$ cat src/rtl/register_file_mw.sv
// Multi-port integer register file with async reset-clear, optional
// write-to-read bypass and a per-register busy scoreboard for RAW hazard detection.
module register_file_mw #(
  parameter int XLEN     = 32,
  parameter int N_REGS   = 32,
  parameter int N_RPORTS = 2,
  parameter int N_WPORTS = 2,
  parameter int BYPASS   = 1,
  parameter int ZERO_REG = 1,
  localparam int AW = $clog2(N_REGS),
  localparam int CW = $clog2(N_REGS + 1)
) (
  input  logic                               i_clk,
  input  logic                               i_rst,
  input  logic [N_WPORTS-1:0]                i_we,
  input  logic [N_WPORTS-1:0][AW-1:0]        i_waddr,
  input  logic [N_WPORTS-1:0][XLEN-1:0]      i_wdata,
  input  logic [N_RPORTS-1:0][AW-1:0]        i_raddr,
  output logic [N_RPORTS-1:0][XLEN-1:0]      o_rdata,
  output logic [N_RPORTS-1:0]                o_busy,
  input  logic                               i_rsv,
  input  logic [AW-1:0]                      i_rsv_addr,
  output logic [CW-1:0]                      o_busy_count
);

  logic [XLEN-1:0]   regs [N_REGS];
  logic [N_REGS-1:0] busy;
  logic [N_REGS-1:0] set_vec;
  logic [N_REGS-1:0] clr_vec;
  logic [N_REGS-1:0] busy_next;
  logic [CW-1:0]     n_set;
  logic [CW-1:0]     n_clr;
  logic [CW-1:0]     count;

  // Scoreboard next state; a reserve outranks a release on the same register.
  always_comb begin
    // NOTE: every signal driven here gets a default first, so no latch is inferred.
    set_vec = '0;
    clr_vec = '0;
    n_set   = '0;
    n_clr   = '0;
    if (i_rsv && !(ZERO_REG != 0 && i_rsv_addr == '0)) set_vec[i_rsv_addr] = 1'b1;
    for (int p = 0; p < N_WPORTS; p++) begin
      if (i_we[p]) clr_vec[i_waddr[p]] = 1'b1;
    end
    busy_next = (busy & ~clr_vec) | set_vec;
    for (int i = 0; i < N_REGS; i++) begin
      n_set = n_set + CW'(set_vec[i] & ~busy[i]);
      n_clr = n_clr + CW'(busy[i] & clr_vec[i] & ~set_vec[i]);
    end
  end

  always_ff @(posedge i_clk or posedge i_rst) begin
    if (i_rst) begin
      busy  <= '0;
      count <= '0;
    end else begin
      busy  <= busy_next;
      count <= count + n_set - n_clr;
    end
  end

  // NOTE: the storage array is cleared on reset because software relies on
  // all-zero registers after reset; this keeps it in flops rather than RAM.
  always_ff @(posedge i_clk or posedge i_rst) begin
    if (i_rst) begin
      for (int i = 0; i < N_REGS; i++) regs[i] <= '0;
    end else begin
      // NOTE: non-blocking updates in port order let the highest-index port land last and win.
      for (int p = 0; p < N_WPORTS; p++) begin
        if (i_we[p] && !(ZERO_REG != 0 && i_waddr[p] == '0)) regs[i_waddr[p]] <= i_wdata[p];
      end
    end
  end

  always_comb begin
    o_rdata = '0;
    o_busy  = '0;
    for (int r = 0; r < N_RPORTS; r++) begin
      o_rdata[r] = regs[i_raddr[r]];
      o_busy[r]  = busy[i_raddr[r]];
      if (ZERO_REG != 0 && i_raddr[r] == '0) begin
        o_rdata[r] = '0;
      end else if (BYPASS != 0) begin
        // Forwarded data is ready now, so the consumer need not stall.
        for (int p = 0; p < N_WPORTS; p++) begin
          if (i_we[p] && i_waddr[p] == i_raddr[r]) begin
            o_rdata[r] = i_wdata[p];
            o_busy[r]  = 1'b0;
          end
        end
      end
    end
  end

  assign o_busy_count = count;

endmodule

$ cat config.mk
export PLATFORM = sky130hd
export DESIGN_NAME = register_file_mw
export DESIGN_NICKNAME = d
export VERILOG_FILES = /design/src/rtl/register_file_mw.sv
export SDC_FILE = /design/constraint.sdc
export NUM_CORES = 2
export LEC_CHECK = 0
export CORE_MARGIN = 4
export CORE_UTILIZATION = 43
export DETAILED_ROUTE_END_ITERATION = 10
export PLACE_DENSITY_LB_ADDON = 0.1
export SKIP_LAST_GASP = 1
export SLEW_MARGIN = 10
export SYNTH_ARGS = -nofsm -noshare
export SYNTH_HDL_FRONTEND = slang
export SYNTH_SLANG_ARGS = --single-unit
export TNS_END_PERCENT = 5
$ cat constraint.sdc
create_clock -name i_clk -period 132.3 [get_ports i_clk]
set_input_delay 39.69 -clock i_clk [delete_from_list [all_inputs] [get_ports i_clk]]
set_output_delay 39.69 -clock i_clk [all_outputs]
set_load 0.005 [all_outputs]
# --- After elaboration in Yosys (flattened, before gate mapping) ---
# Cells that the tools add are included.
# Widths: inputs -> output; s select.
word_totals:
  output_inout_bits: 72
  word_cells: 343
  latch_bits: 0
  romBits: 0
  memories: 0
  ram_bits: 0
  inputBits: 94
  regBits: 1062
op_classes:
  n_reduce_logical: 20
  add_sub_neg: 64
  n_shift: 0
  bitwise: 168
  div_mod_pow: 0
  eq_ne: 4
  magnitude_cmp: 14
  muxes: 39
  multipliers: 0
ops:
  columns: ["op", "n"]
  rows:
  - ["$bwmux 1024", 2]
  - ["$mux 1024", 2]
  - ["$mux 32", 15]
  - ["$and 1x6->6", 64]
  - ["$not 1->6", 64]
  - ["$add 6x6->6", 63]
  - ["$bmux 32 s5", 2]
  - ["$demux 32 s5", 2]
  - ["$or 32x32->32", 2]
  - ["$and 1x1->1", 32]
  - ["$and 32x32->32", 1]
  - ["$not 32->32", 1]
  - ["$lt 5x6->1 const B", 5]
  - ["$logic_not 5->1", 5]
  - ["$ge 6x6->1 const B", 4]
  - ["$not 5->6", 4]
  - ["$eq 5x5->1", 4]
  - ["$demux 1 s5", 3]
  - ["$ge 5x1->1 const B", 3]
  - ["$logic_and 1x1->1", 12]
  - ["$lt 6x1->1 const B", 2]
  - ["$mux 1", 11]
  - ["$bmux 1 s5", 2]
  - ["$sub 6x6->6", 1]
  - ["$logic_not 1->1", 3]

# --- Logic depth before layout (Yosys ltp) ---
logic_depth:
  word_depth: 41
  ltp_mapped: 26
  ltp_nobuf: 25

# --- Least setup slack after synthesis ---
# Ideal clock, no wire load.
synth_timing:
  kind: "input -> output"
  startpoint: "input i_raddr[0] (netlist name)"
  endpoint: "output o_rdata[6] (netlist name)"
  required_ps: 92610
  arrival_ps: 41475
  slack_ps: 51135
  cell_stages: 7
  path_cell_list: "buf_4 > buf_4 > buf_2 > buf_2 > mux2_2 > a2111oi_0 > o32ai_2"
synth_lines:
  columns: ["item", "line_no", "source"]
  rows:
  - ["start, declared", "18", "input logic [N_RPORTS-1:0][AW-1:0] i_raddr,"]
  - ["end, declared", "19", "output logic [N_RPORTS-1:0][XLEN-1:0] o_rdata,"]

# --- Final worst setup path ---
layout_timing:
  startpoint: "input i_raddr[8] (netlist name)"
  endpoint: "output o_busy[1]"
layout_via:
  elab_chain_cells: 5
layout_rtl:
  columns: ["item", "line_no", "source"]
  rows:
  - ["$bmux 1 s5 or $eq 5x5->1 (tied branches)", "81, 87", null]
  - ["$mux 1 (not written as such) or $logic_and 1x1->1 (tied branches)", "81, 87", null]
  - ["$mux 1 (2 in series)", "87", "if (i_we[p] && i_waddr[p] == i_raddr[r]) begin"]
  - ["$mux 1 (*)", "82", "if (ZERO_REG != 0 && i_raddr[r] == '0) begin"]
  - ["end, declared", "20", "output logic [N_RPORTS-1:0] o_busy,"]
# Every way passes the cells marked *; elsewhere a longest branch is shown, timed or not. The select of a mux whose other input is x is not followed.

==> impl_metrics.json <==
{
  "status": "complete, but fails checks",
  "violations": "DRC",
  "drv_cap": 0,
  "cts_sinks": 1062,
  "wl_met1_um": 137900,
  "htreeDepth": 4,
  "min_path_type": "reg -> reg",
  "clock_path_buffers": 3,
  "critical_path_class": "in -> out",
  "hold_depth": 0,
  "synth_edf_count": 0,
  "ys_seq_area_share_pct": 38.61,
  "maxUsedRoutingLayer": "met5",
  "root_buffer": "clkbuf_16",
  "netSwitchingFraction_pct": 34.06,
  "ant_nets": 0,
  "cts_resized": 0,
  "yosys.cell_types.count": 72,
  "clk_latency_ps": 820,
  "ios": 166,
  "drtIter0Drc": 12261,
  "p_switching_uw": 412.9,
  "hold_violations": 0,
  "power_density_mw_per_mm2": 15.83,
  "coreArea_mm2": 0.1587,
  "first_pass_iters": 11,
  "synth_fp_nets": 7058,
  "max_freq_mhz": 11.86,
  "grt_max_degree": 111,
  "grt_use_total_pct": 44.35,
  "seq_power_share_pct": 40.0,
  "die_h_um": 408.1,
  "die_w_um": 408.1,
  "grt_first_pass_wirelength_um": 516300,
  "numCtsBuffers": 133,
  "tightest_slew_ps": 1472,
  "hold_buffers": 0,
  "placed_cell_area_mm2": 0.07213,
  "finalSetupViolCount": 0,
  "route.met3.wl_um": 62700,
  "fin_tns_setup_ps": 0,
  "synth_area_mm2": 0.06883,
  "yosys_warnings": 0,
  "power.leakage_nw": 33.76,
  "synth_cells": 6892,
  "arrival_ps": 44650,
  "worst_setup_path_start_kind": "input port",
  "async_flop_share_pct": 100.0,
  "ys.flop_type": "dfrtp_1",
  "crit_fanout": 40,
  "area_growth_pct": 11.26,
  "start_util_pct": 43.36,
  "drive_above_1_share_pct": 16.37,
  "layout_commonest_cell": "dfrtp_1",
  "antenna_found_initial": 44,
  "cp-end-kind": "output pin",
  "reg2regPathDepth": 19,
  "regArea_mm2": 0.02658,
  "maxSlewHeadroom_pct": 1.886,
  "period_share_pct": 63.75,
  "num_vias": 66049,
  "drt-total-wl_um": 379000,
  "layout_common_cells": "1062 x dfrtp_1, 763 x nor2_1, 757 x mux2i_1",
  "slew_viol_final": 0,
  "vias_per_cell": 7.494,
  "port_buffers": 165,
  "routedWlPerCell_um": 43.00,
  "overflow": 0,
  "p_int_uw": 799.3,
  "multiInputGateArea_mm2": 0.03889,
  "met2_length_um": 148300,
  "cts_setup_buffers": 0,
  "fin_skew_ps": 13.53,
  "clk_pin_slew_ps": 60,
  "rsz0062_at_grt": "no",
  "grt_pass1_vias": 61268,
  "fin_nets": 6758,
  "fillers": 14418,
  "clock_power_share_pct": 31.2,
  "die_area_mm2": 0.1665,
  "critPathRequiredTime_ps": 92610,
  "post-route-min-period_ps": 84340,
  "fin_area_mm2": 0.07658,
  "hpwl_um": 216500,
  "gp_congestion": 0.9683,
  "rows": 146,
  "ys_seq_elements": 1062,
  "syn_area_per_cell_um2": 9.987,
  "ir_worst_vdd_v": 0.00001880,
  "utilization_pct": 48.24,
  "p_comb_share_pct": 28.9,
  "cts_tree": "built",
  "drc_errors": 1
}
==> metal layers <==
layer | global-route usage (%) | vias to the layer above
met5 | 3.937 | -
met4 | 28.88 | 32
met3 | 23.24 | 1609
met2 | 57.52 | 6675
met1 | 56.68 | 32903
li1 | - | 24830
==> final timing paths <==
path	from	to	slack [ps]
max in group asynchronous	i_rst	regs[770]	88850
worst max register to register	busy[30]	o_busy_count[5]	126140
worst max-delay path	i_raddr[8]	o_busy[1]	47960
worst min register to register	regs[1016]	regs[1016]	400
min in group asynchronous	i_rst	o_busy_count[5]	39420
worst min-delay path	regs[1016]	regs[1016]	400
==> worst max-delay path: stages <==
cell and delay (ps):
buf_6 470, buf_4 830, xor2_1 210, nor4_4 920
a22oi_1 390, and2_1 780, o2bb2ai_1 660, clkdlybuf4s50_1 600
==> synth_stat cells (all sizes together) (39+ instances only) <==
master | instances | area, um2
a21oi | 356 | 1782
a221oi | 288 | 2522
a22o | 67 | 586.8
a22oi | 200 | 1501
a32oi | 62 | 543.0
buf | 270 | 1423
clkbuf | 589 | 2221
dfrtp | 1062 | 26580
fa | 59 | 1181
inv | 116 | 435.4
mux2i | 757 | 7577
mux4 | 430 | 9684
nand2 | 707 | 2664
nand3 | 58 | 290.3
nor2 | 819 | 3109
nor3 | 39 | 210.2
o21ai | 583 | 2922
o22ai | 48 | 300.3
o32ai | 45 | 536.8
==> kinds of logic after synthesis <==
family / Yosys count / synth area share [%]
AOI/OAI and AO/OA: 1780 / 17.17
and+or+nand+nor: 1762 / 10.49
muxes: 1214 / 25.52
DFF: 1062 / 38.61
buffers and inverters: 975 / 5.926
adders and majority gates: 72 / 1.952
xor gates and xnor gates: 26 / 0.3308
other: 1 / 0.005448
==> layout make-up <==
class	instances	area share, %
antenna	52	0.1699
clock buffer	196	5.129
clock inverter	36	0.5195
inverter	116	0.5784
multi-input combinational	4855	50.78
sequential	1062	34.70
tap	2072	3.385
timing repair buffer	424	4.740
==> per-stage QoR <==
step	worst slack, ps	total power [mW]	instances	hold slack, ps
floorplan	51140	0.7090	6892	441.3
global placement	48350	0.8172	8528	378.3
detailed placement	48320	0.8257	8529	384.2
CTS	48310	1.198	8761	396.1
global route	48110	1.259	8767	409.7
finish	47960	1.212	8813	396.5
==> state kept, by name, indices dropped and copies added (netlist names) <==
signal        flops
busy             32
o_busy_count      6
regs           1024
==> power by group through the flow <==
| stage | combinational [mW] | sequential, mW | clock (mW) |
|---|---|---|---|
| global placement | 0.336 | 0.482 | 0 |
| CTS | 0.343 | 0.479 | 0.376 |
| global route | 0.379 | 0.491 | 0.390 |
| floorplan | 0.252 | 0.457 | 0 |
| finish | 0.350 | 0.484 | 0.378 |
| detailed placement | 0.343 | 0.483 | 0 |
Note: power is estimated with default switching activity, not from simulation.
